`src/rtl/led_status_driver_pkg.sv`:
```
// led_status_pkg: shared state encoding, LED slot map and link count for the LED status path
package led_status_pkg;
  localparam int N_LINKS = 4;
  localparam int LED_HB = 0;
  localparam int LED_LINK0 = 1;
  localparam int LED_STICKY = 5;
  localparam int LED_ALLLOCK = 6;
  typedef logic [1:0] state_t;
  localparam state_t LT_ALL_ON = 2'd0;
  localparam state_t LT_WALK = 2'd1;
  localparam state_t RUN = 2'd2;
endpackage

```
`src/rtl/led_status_driver_tick_gen.sv`:
```
// led_tick_gen: free-running divider producing a one-cycle tick every TICK_DIV clocks
module led_tick_gen #(
  parameter int TICK_DIV = 400_000
) (
  input  logic clk_i,
  input  logic rst_i,
  output logic tick_o
);
  localparam int W = TICK_DIV > 1 ? $clog2(TICK_DIV) : 1;
  logic [W-1:0] cnt_q;
  assign tick_o = cnt_q == W'(TICK_DIV - 1);
  // count 0..TICK_DIV-1, restarting after each tick
  always_ff @(posedge clk_i)
    cnt_q <= (rst_i || tick_o) ? '0 : cnt_q + 1'b1;
endmodule

```
`src/rtl/led_status_driver.sv`:
```
// led_status_driver: front-panel LED stage with lamp test, error stretch, sticky error and PWM dimming
module led_status_driver
  import led_status_pkg::*;
#(
  parameter int TICK_DIV       = 400_000,
  parameter int ERR_HOLD_TICKS = 5,
  parameter int LAMP_TICKS     = 50,
  parameter int WALK_TICKS     = 10,
  parameter bit LED_ACTIVE_LOW = 1'b1
) (
  input  logic               tmb_clock0,
  input  logic               reset,
  input  logic               heart_beat,
  input  logic [N_LINKS-1:0] prbs_locked,
  input  logic [N_LINKS-1:0] prbs_err,
  input  logic               err_clear,
  input  logic               lamp_test_req,
  input  logic [3:0]         pwm_duty,
  output logic [7:0]         led_n,
  output logic               lamp_test_busy
);
  localparam int TW = $clog2(LAMP_TICKS > WALK_TICKS ? LAMP_TICKS : WALK_TICKS);
  localparam int HW = $clog2(ERR_HOLD_TICKS + 1);
  logic                        tick, start, pwm_on, busy_q, busy_d, sticky_q, sticky_d;
  state_t                      state_q, state_d;
  logic [TW-1:0]               tmr_q, tmr_d;
  logic [2:0]                  idx_q, idx_d;
  logic [3:0]                  pwm_cnt_q;
  logic [N_LINKS-1:0][HW-1:0]  hold_q, hold_d;
  logic [N_LINKS-1:0]          held;
  logic [7:0]                  status, lit, led_q;
  led_tick_gen #(.TICK_DIV(TICK_DIV)) u_tick (
    .clk_i (tmb_clock0),
    .rst_i (reset),
    .tick_o(tick)
  );
  assign start    = (state_q == RUN) && lamp_test_req;
  assign sticky_d = (|prbs_err) | (sticky_q & ~err_clear);
  assign pwm_on   = (&pwm_duty) | (pwm_cnt_q < pwm_duty);
  assign busy_d   = start || (state_q != RUN);
  // lamp-test sequencing: all-on phase, then one LED per walk slot, then RUN
  always_comb begin
    state_d = state_q;
    tmr_d   = tmr_q;
    idx_d   = idx_q;
    if (start) begin
      state_d = LT_ALL_ON;
      tmr_d   = '0;
      idx_d   = '0;
    end else if (tick && state_q == LT_ALL_ON) begin
      state_d = (tmr_q == TW'(LAMP_TICKS - 1)) ? LT_WALK : LT_ALL_ON;
      tmr_d   = (tmr_q == TW'(LAMP_TICKS - 1)) ? '0 : tmr_q + 1'b1;
      idx_d   = '0;
    end else if (tick && state_q == LT_WALK) begin
      state_d = (tmr_q == TW'(WALK_TICKS - 1) && idx_q == 3'd7) ? RUN : LT_WALK;
      tmr_d   = (tmr_q == TW'(WALK_TICKS - 1)) ? '0 : tmr_q + 1'b1;
      idx_d   = (tmr_q == TW'(WALK_TICKS - 1) && idx_q != 3'd7) ? idx_q + 3'd1 : idx_q;
    end
  end
  // per-link stretch: a strobe reloads, ticks drain to zero; the reload beats a coincident tick
  always_comb begin
    for (int i = 0; i < N_LINKS; i++) begin
      hold_d[i] = prbs_err[i] ? HW'(ERR_HOLD_TICKS) :
                  (tick && hold_q[i] != '0) ? hold_q[i] - 1'b1 : hold_q[i];
      held[i]   = hold_d[i] != '0;
    end
  end
  // LED image from next-cycle values so every input reaches the pins one clock later
  always_comb begin
    status                         = '0;
    status[LED_HB]                 = heart_beat;
    status[LED_LINK0 +: N_LINKS]   = prbs_locked & ~held;
    status[LED_STICKY]             = sticky_d;
    status[LED_ALLLOCK]            = &prbs_locked;
    lit = (start || state_q == LT_ALL_ON) ? 8'hFF :
          (state_q == LT_WALK) ? 8'd1 << idx_q : status & {8{pwm_on}};
  end
  // state and registered outputs; reset forces every LED dark immediately
  always_ff @(posedge tmb_clock0) begin
    if (reset) begin
      state_q   <= LT_ALL_ON;
      tmr_q     <= '0;
      idx_q     <= '0;
      pwm_cnt_q <= '0;
      hold_q    <= '0;
      sticky_q  <= 1'b0;
      led_q     <= {8{LED_ACTIVE_LOW}};
      busy_q    <= 1'b0;
    end else begin
      state_q   <= state_d;
      tmr_q     <= tmr_d;
      idx_q     <= idx_d;
      pwm_cnt_q <= pwm_cnt_q + 4'd1;
      hold_q    <= hold_d;
      sticky_q  <= sticky_d;
      led_q     <= lit ^ {8{LED_ACTIVE_LOW}};
      busy_q    <= busy_d;
    end
  end
  assign led_n          = led_q;
  assign lamp_test_busy = busy_q;
endmodule
```
`config.mk`:
```
export PLATFORM = sky130hd
export DESIGN_NAME = led_status_driver
export DESIGN_NICKNAME = d
export VERILOG_FILES = /design/src/rtl/led_status_driver_pkg.sv /design/src/rtl/led_status_driver_tick_gen.sv /design/src/rtl/led_status_driver.sv
export SDC_FILE = /design/constraint.sdc
export NUM_CORES = 1
export LEC_CHECK = 0
export ABC_AREA = 1
export BUFFER_PORTS_ARGS = -buffer_cell sky130_fd_sc_hd__buf_4
export CELL_PAD_IN_SITES_DETAIL_PLACEMENT = 0
export CELL_PAD_IN_SITES_GLOBAL_PLACEMENT = 2
export CORE_ASPECT_RATIO = 0.5
export CORE_MARGIN = 4
export CORE_UTILIZATION = 34
export DETAILED_ROUTE_END_ITERATION = 7
export PLACE_DENSITY_LB_ADDON = 0.08
export SLEW_MARGIN = 10
export SYNTH_ARGS = -nofsm -noshare
export SYNTH_HDL_FRONTEND = slang
export SYNTH_SLANG_ARGS = --single-unit
```
`constraint.sdc`:
```
create_clock -name tmb_clock0 -period 2.3 [get_ports tmb_clock0]
set_input_delay 0.575 -clock tmb_clock0 [delete_from_list [all_inputs] [get_ports tmb_clock0]]
set_output_delay 0.575 -clock tmb_clock0 [all_outputs]
set_load 0.01 [all_outputs]
```
==> results.tsv, run 1 <==
stage	metric	value	unit
grt	total congestion overflow	0	
die	Site Rows	24	
yosys	Synth Area in Compound Gates	0.0647	
clocking	Post-CTS Setup Inserts	0	
grt	largest net degree at the start of global routing	19	
die	die area	10700	um^2
layout	Nets	507	
power	pwr/cell area	575	nW/um^2
setup_path	Crit Path Class	reg2reg	
power	clock network power share	0.422	
clocking	TritonCTS clock tree	built	
worst_hold_path	WHS Endpoint	pwm_cnt_q[0]$_SDFF_PP0_	
clocking	clock net sink count	56	
routing	drt drc	0	
routing	routed vias	2743	
setup_path	WP data arrival	2.14	ns
clocking	H-tree levels	2	
power	Switching Share	0.230	
yosys	Mapped Cells	438	
worst_hold_path	Hold Path Cell Cnt	1	
die	Starting Density	0.351	
yosys	synth warn	0	
run_status	outcome	finished clean	
layout	layout cells sized above 1	0.121	
layout	Multi-input gate area	1600	um^2
setup_path	Max FO, Critical Path	12	
routing	Routed WL	7130	um
die	die width	143	um
timing	min Tclk post-route	1.96	ns
worst_hold_path	Worst Hold Class	reg2reg	
yosys	multiplexer area fraction after synthesis	0	
yosys	syn_nets	476	
layout	fin area	3580	um^2
setup_path	CP Launch Type	register	
yosys	Adder-Cell Fraction of Synth Area	0.0854	
worst_hold_path	hold path start	pwm_cnt_q[0]$_SDFF_PP0_	
yosys	syn_area_per_cell	7.02	um^2
setup_path	crit path cell chain	ha_1 > nand3_2 > clkinv_2 > nand3_2 > nor2_4 > buf_4 > nand2_1 > nand2_1 > nand3_1 > nor2_1 > nand2_1 > nand2_1 > nand2_1	
routing	routed length per instance	12.1	um
timing	period utilization	0.852	
setup_path	Worst path slowest cell	dfxtp_1	
setup_path	CP Capture Type	register	
setup_path	Worst path max stage delay	0.40	ns
timing	Clock Skew	0.00583	ns
setup_path	Worst R2R End	led_n[3]$_SDFF_PP1_	
layout	ant diodes	0	
layout	register area	1120	um^2
layout	Final Util	0.409	
timing	Final setup viols	0	
timing	setup_tns	0	ns
die	CORE AREA	8770	um^2
routing	routed vias/inst	4.67	
power	Internal Power	1590	uW
routing	ANT nets after route	0	
clocking	clock-pin slew on the worst setup and hold paths	0.07	ns
placed_design	Port Buffers	25	
clocking	TritonCTS Buffers	5	
yosys	largest family of logic cells by synthesized area	simple AND/OR/NAND/NOR gates	
yosys	synthesized flop and latch total	56	
timing	Fmax	510	MHz
clocking	CTS root buf	clkbuf_16	
timing	Slew @ Worst Pin	0.344	ns
yosys	fraction of the mapped netlist area in simple logic gates	0.325	
layout	Area Overhead vs Synth	16.5	%
timing	worst hold slack	0.473	ns
timing	Pins Over Slew Limit	0	
yosys	Synth area leader	dfxtp_1	
setup_path	RR Startpoint	u_tick.cnt_q[0]$_SDFF_PP0_	
grt	GRT Util Overall	0.144	
yosys	top-area cell type share of the netlist area	0.365	
placed_design	Final GP Congestion	0.855	
placed_design	DP Area	3420	um^2
layout	FILL cells	945	
setup_path	CP required	2.48	ns
routing	Starting DRT DRC Count	144	
yosys	register area share after synthesis	0.365	
clocking	maximum buffer depth of the clock tree	2	
timing	post-route setup slack	0.341	ns
yosys	xor/xnor share of the synthesized area	0.0456	
setup_path	reg2reg path depth	13	
timing	RSZ-0062 raised after global routing	no	
grt	first-pass GRT wire length	12400	um
setup_path	Worst R2R Setup Slack	0.34	ns
timing	normalized max-slew margin	0.768	
yosys	Mapped Area	3080	um^2
clocking	post-CTS resize count	0	
yosys	synth top area cells	dfxtp_1 (36%), nand2_1 (10%), inv_1 (9.0%), ha_1 (8.5%), nand3_1 (8.0%)	
power	Logic pwr share	0.086	
routing	DRT Pass-1 Iters	4	
job	Max Cap Viol	0	
grt	number of global-route vias before repair	2618	
yosys	Unique masters post-synth	33	
clocking	Clock Latency Late Sink	0.29	ns
power	Leakage	0.00160	uW
power	Reg power frac	0.493	
power	IR Drop Worst-Case VDD	0.000277	V
die	# IOs	26	
power	Net Sw Power	473	uW
placed_design	dpl hpwl	5550	um
setup_path	crit-path most repeated cell	nand2_1	
die	vertical die dimension	75.3	um
grt	initial antenna violation count	0	
clocking	hold-fix buffers at CTS	0	
timing	Final Hold Violating Endpoints	0	
placed_design	pre-CTS setup slack	0.318	ns
## sequential cells by signal, summed over array words and instances (netlist names)
| name | flops |
|---|---|
| led_n | 8 |
| lamp_test_busy | 1 |
| tmr_q | 6 |
| idx_q | 3 |
| u_tick.cnt_q | 19 |
| state_q | 2 |
| hold_q | 12 |
| pwm_cnt_q | 4 |
| sticky_q | 1 |
## cell type report
cell class,count,area share
clock inverter,2,0.00978
inverter,81,0.0852
tap,117,0.0409
sequential,56,0.313
timing repair buffer,31,0.0685
clock buffer,6,0.0360
multi-input combinational,294,0.447
## metal layers
metal  part of all wire  GRT usage
met3              0.057     0.0368
met1               0.53      0.205
met5                  0          0
met4             0.0053     0.0221
met2               0.41      0.226
## cell families after synthesis
kind of cell	count (synthesis)
adders and majority gates	21
and+or+nand+nor	221
buffers and inverters	88
DFF	56
xor gates and xnor gates	16
AOI/OAI and AO/OA	36
## cell usage in the layout (no fill, tap or decap), types with 4 or more instances in the layout
cell	count
a21oi_1	19
buf_4	30
clkbuf_16	5
dfxtp_1	56
ha_1	21
inv_1	74
inv_2	5
nand2_1	82
nand2_2	4
nand3_1	49
nand4_1	10
nor2_1	52
nor3_1	11
o21ai_0	8
xor2_1	13
## power by group through the flow
| stage | logic [uW] | clock network [uW] | registers, uW |
|---|---|---|---|
| after global placement | 174 | 0 | 1040 |
| final | 176 | 868 | 1010 |
| after floorplan | 101 | 0 | 1040 |
| after detailed placement | 178 | 0 | 1040 |
| after CTS | 179 | 901 | 1020 |
| after global routing | 207 | 940 | 1020 |
## worst max-delay path by stage
stage / from / endpoint
after floorplan: pwm_duty[1] / led_n[2]$_SDFF_PP1_
after global placement: u_tick.cnt_q[0]$_SDFF_PP0_ / led_n[3]$_SDFF_PP1_
after detailed placement: u_tick.cnt_q[0]$_SDFF_PP0_ / led_n[3]$_SDFF_PP1_
after CTS: u_tick.cnt_q[0]$_SDFF_PP0_ / led_n[3]$_SDFF_PP1_
after global routing: u_tick.cnt_q[0]$_SDFF_PP0_ / led_n[3]$_SDFF_PP1_
final: u_tick.cnt_q[0]$_SDFF_PP0_ / led_n[3]$_SDFF_PP1_
## synth_stat cells
cell / n
nand2_1: 82
inv_1: 74
dfxtp_1: 56
nor2_1: 52
nand3_1: 49
ha_1: 21
a21oi_1: 19
xor2_1: 13
nor3_1: 11
nand4_1: 10
o21ai_0: 8
inv_2: 5
nand2_2: 4
a31oi_1: 3
buf_2: 3
nand3_2: 3
nor2_2: 3
xnor2_1: 3
buf_6: 2
nor2_4: 2
nor4_1: 2
o2111ai_1: 2
buf_4: 1
clkbuf_1: 1
clkinv_1: 1
clkinv_2: 1
nand3b_1: 1
nor3_2: 1
o211ai_1: 1
o21a_1: 1
o21ai_1: 1
o31ai_1: 1
or2_0: 1
## stage by stage
step	total power, uW	cells
global route	2170	587
floorplan	1140	438
global placement	1210	579
detailed placement	1220	579
CTS	2100	587
finish	2060	587
## worst max-delay path, delay by kind of cell, from the launching register on
| kind | cells | cell delay [ns] |
|---|---|---|
| adder cells (fa/ha/maj) | 1 | 0.23 |
| buffers and inverters | 2 | 0.30 |
| flip-flops | 1 | 0.40 |
| AND/OR/NAND/NOR | 10 | 0.92 |
Note: power is estimated with default switching activity, not from simulation.
==> run 2, diff against run 1 <==
--- a/config.mk
+++ b/config.mk
@@ -14,7 +14,8 @@
 export CORE_UTILIZATION = 34
 export DETAILED_ROUTE_END_ITERATION = 7
 export PLACE_DENSITY_LB_ADDON = 0.08
-export SLEW_MARGIN = 10
+export RECOVER_POWER = 25
+export SLEW_MARGIN = 15
 export SYNTH_ARGS = -nofsm -noshare
 export SYNTH_HDL_FRONTEND = slang
 export SYNTH_SLANG_ARGS = --single-unit
==> run 2 against run 1 <==
Worst hold slack is essentially flat. First-iteration DRC count up 8.3%. Design area shrank 1.2%. Sequential cell count is the same. Clock-buffer cell count did not move. Clock power is essentially flat.
==> results.tsv, run 2 (synthesized netlist as in run 1, its figures left out) <==
stage	metric	value	unit
clocking	Clock Latency Late Sink	0.29	ns
layout	most common cell after layout, fill and taps aside	nand2_1	
die	vertical die dimension	75.3	um
routing	Starting DRT DRC Count	156	
grt	first-pass GRT wire length	12400	um
routing	drt drc	0	
placed_design	pre-CTS setup slack	0.318	ns
setup_path	CP required	2.46	ns
power	Logic pwr share	0.082	
timing	Clock Skew	0.00442	ns
setup_path	CP Capture Type	register	
die	CORE AREA	8770	um^2
timing	Final Hold Violating Endpoints	0	
layout	ant diodes	0	
grt	GRT Util Overall	0.144	
power	Switching Share	0.230	
clocking	clock net sink count	56	
setup_path	Worst path max stage delay	0.40	ns
placed_design	dpl hpwl	5550	um
layout	Top reg by flops	u_tick.cnt_q	
timing	Slew @ Worst Pin	0.862	ns
layout	fin area	3540	um^2
timing	Final setup viols	0	
job	Max Cap Viol	0	
power	IR Drop Worst-Case VDD	0.000277	V
die	die area	10700	um^2
timing	post-route setup slack	0.316	ns
layout	Area Overhead vs Synth	15.1	%
setup_path	WP data arrival	2.14	ns
routing	routed vias/inst	4.68	
power	Reg power frac	0.495	
setup_path	delay-heaviest family, CP	simple AND/OR/NAND/NOR gates	
layout	Nets	507	
clocking	Post-CTS Setup Inserts	0	
die	Site Rows	24	
grt	largest net degree at the start of global routing	19	
timing	Pins Over Slew Limit	0	
timing	setup_tns	0	ns
clocking	maximum buffer depth of the clock tree	2	
placed_design	DP Area	3420	um^2
layout	FILL cells	957	
clocking	TritonCTS Buffers	5	
routing	routed length per instance	12.1	um
die	die width	143	um
setup_path	crit path cell chain	ha_1 > nand3_2 > clkinv_2 > nand3_2 > nor2_4 > buf_4 > nand2_1 > nand2_1 > nand3_1 > nor2_1 > nand2_1 > nand2_1 > nand2_1	
timing	min Tclk post-route	1.98	ns
placed_design	Final GP Congestion	0.855	
run_status	outcome	finished clean	
grt	total congestion overflow	0	
timing	period utilization	0.863	
setup_path	Crit Path Class	reg2reg	
timing	RSZ-0062 raised after global routing	no	
die	Starting Density	0.351	
power	Net Sw Power	471	uW
clocking	clock-pin slew on the worst setup and hold paths	0.07	ns
clocking	H-tree levels	2	
setup_path	crit-path most repeated cell	nand2_1	
timing	normalized max-slew margin	0.425	
setup_path	crit path buf inv count	2	
setup_path	Max FO, Critical Path	12	
routing	Routed WL	7120	um
clocking	post-CTS resize count	0	
timing	Fmax	504	MHz
routing	ANT nets after route	0	
clocking	CTS root buf	clkbuf_16	
setup_path	CP Launch Type	register	
placed_design	Port Buffers	25	
grt	number of global-route vias before repair	2618	
power	Final Power	2050	uW
layout	layout cells sized above 1	0.0979	
worst_hold_path	Worst Hold Class	reg2reg	
die	# IOs	26	
setup_path	Worst path slowest cell	dfxtp_1	
routing	routed vias	2746	
layout	max FFs per register	19	
layout	Non-Filler Instances	587	
power	pwr/cell area	579	nW/um^2
grt	initial antenna violation count	0	
power	Internal Power	1580	uW
power	Leakage	0.00156	uW
power	clock network power share	0.423	
routing	DRT Pass-1 Iters	4	
layout	commonest cells after routing, fill and taps aside	nand2_1 (82), inv_1 (74), dfxtp_1 (56), nor2_1 (52), nand3_1 (49)	
placed_design	dpl cells	579	
clocking	TritonCTS clock tree	built	
clocking	hold-fix buffers at CTS	0	
-- run 2: cell types whose count changed in the layout (fill, tap and decap cells not counted) --
cell	before	now
clkbuf_1	1	12
buf_4	30	19
-- run 2: power by group through the flow --
stage | Combinational [uW] | Clock (uW) | Sequential, uW
floorplan | 101 | 0 | 1040
global placement | 174 | 0 | 1040
detailed placement | 178 | 0 | 1040
CTS | 179 | 901 | 1020
global route | 199 | 940 | 1020
finish | 168 | 866 | 1010
-- run 2: per-layer routing --
layer  vias up  routed length (um)  global-route usage
met3         5                 421              0.0368
met4         0                  38              0.0221
li1       1451                   -                   -
met5         -                   0                   0
met2        49                2900               0.226
met1      1241                3760               0.205
-- run 2: stage by stage --
stage,util,hold WS (ns)
finish,0.404,0.473
detailed placement,0.390,0.459
global route,0.404,0.509
global placement,0.390,0.445
floorplan,-,0.427
CTS,0.409,0.475
-- run 2: cell type report --
type / instances / area [um^2] / share of cell area
multi-input cells: 294 / 1600 / 0.452
flip-flops and latches: 56 / 1120 / 0.317
inverters: 81 / 305 / 0.0862
repair buffers: 31 / 204 / 0.0576
well taps: 117 / 146 / 0.0413
clock buffers: 6 / 129 / 0.0364
clock inverters: 2 / 35.0 / 0.00989
-- run 2: path summary, 6_finish.rpt --
kind,from,endpoint,slack [ns],cells after the start
max,u_tick.cnt_q[0]$_SDFF_PP0_,led_n[3]$_SDFF_PP1_,0.32,13
min,pwm_cnt_q[0]$_SDFF_PP0_,pwm_cnt_q[0]$_SDFF_PP0_,0.47,1
max reg2reg,u_tick.cnt_q[0]$_SDFF_PP0_,led_n[3]$_SDFF_PP1_,0.32,13
min reg2reg,pwm_cnt_q[0]$_SDFF_PP0_,pwm_cnt_q[0]$_SDFF_PP0_,0.47,1
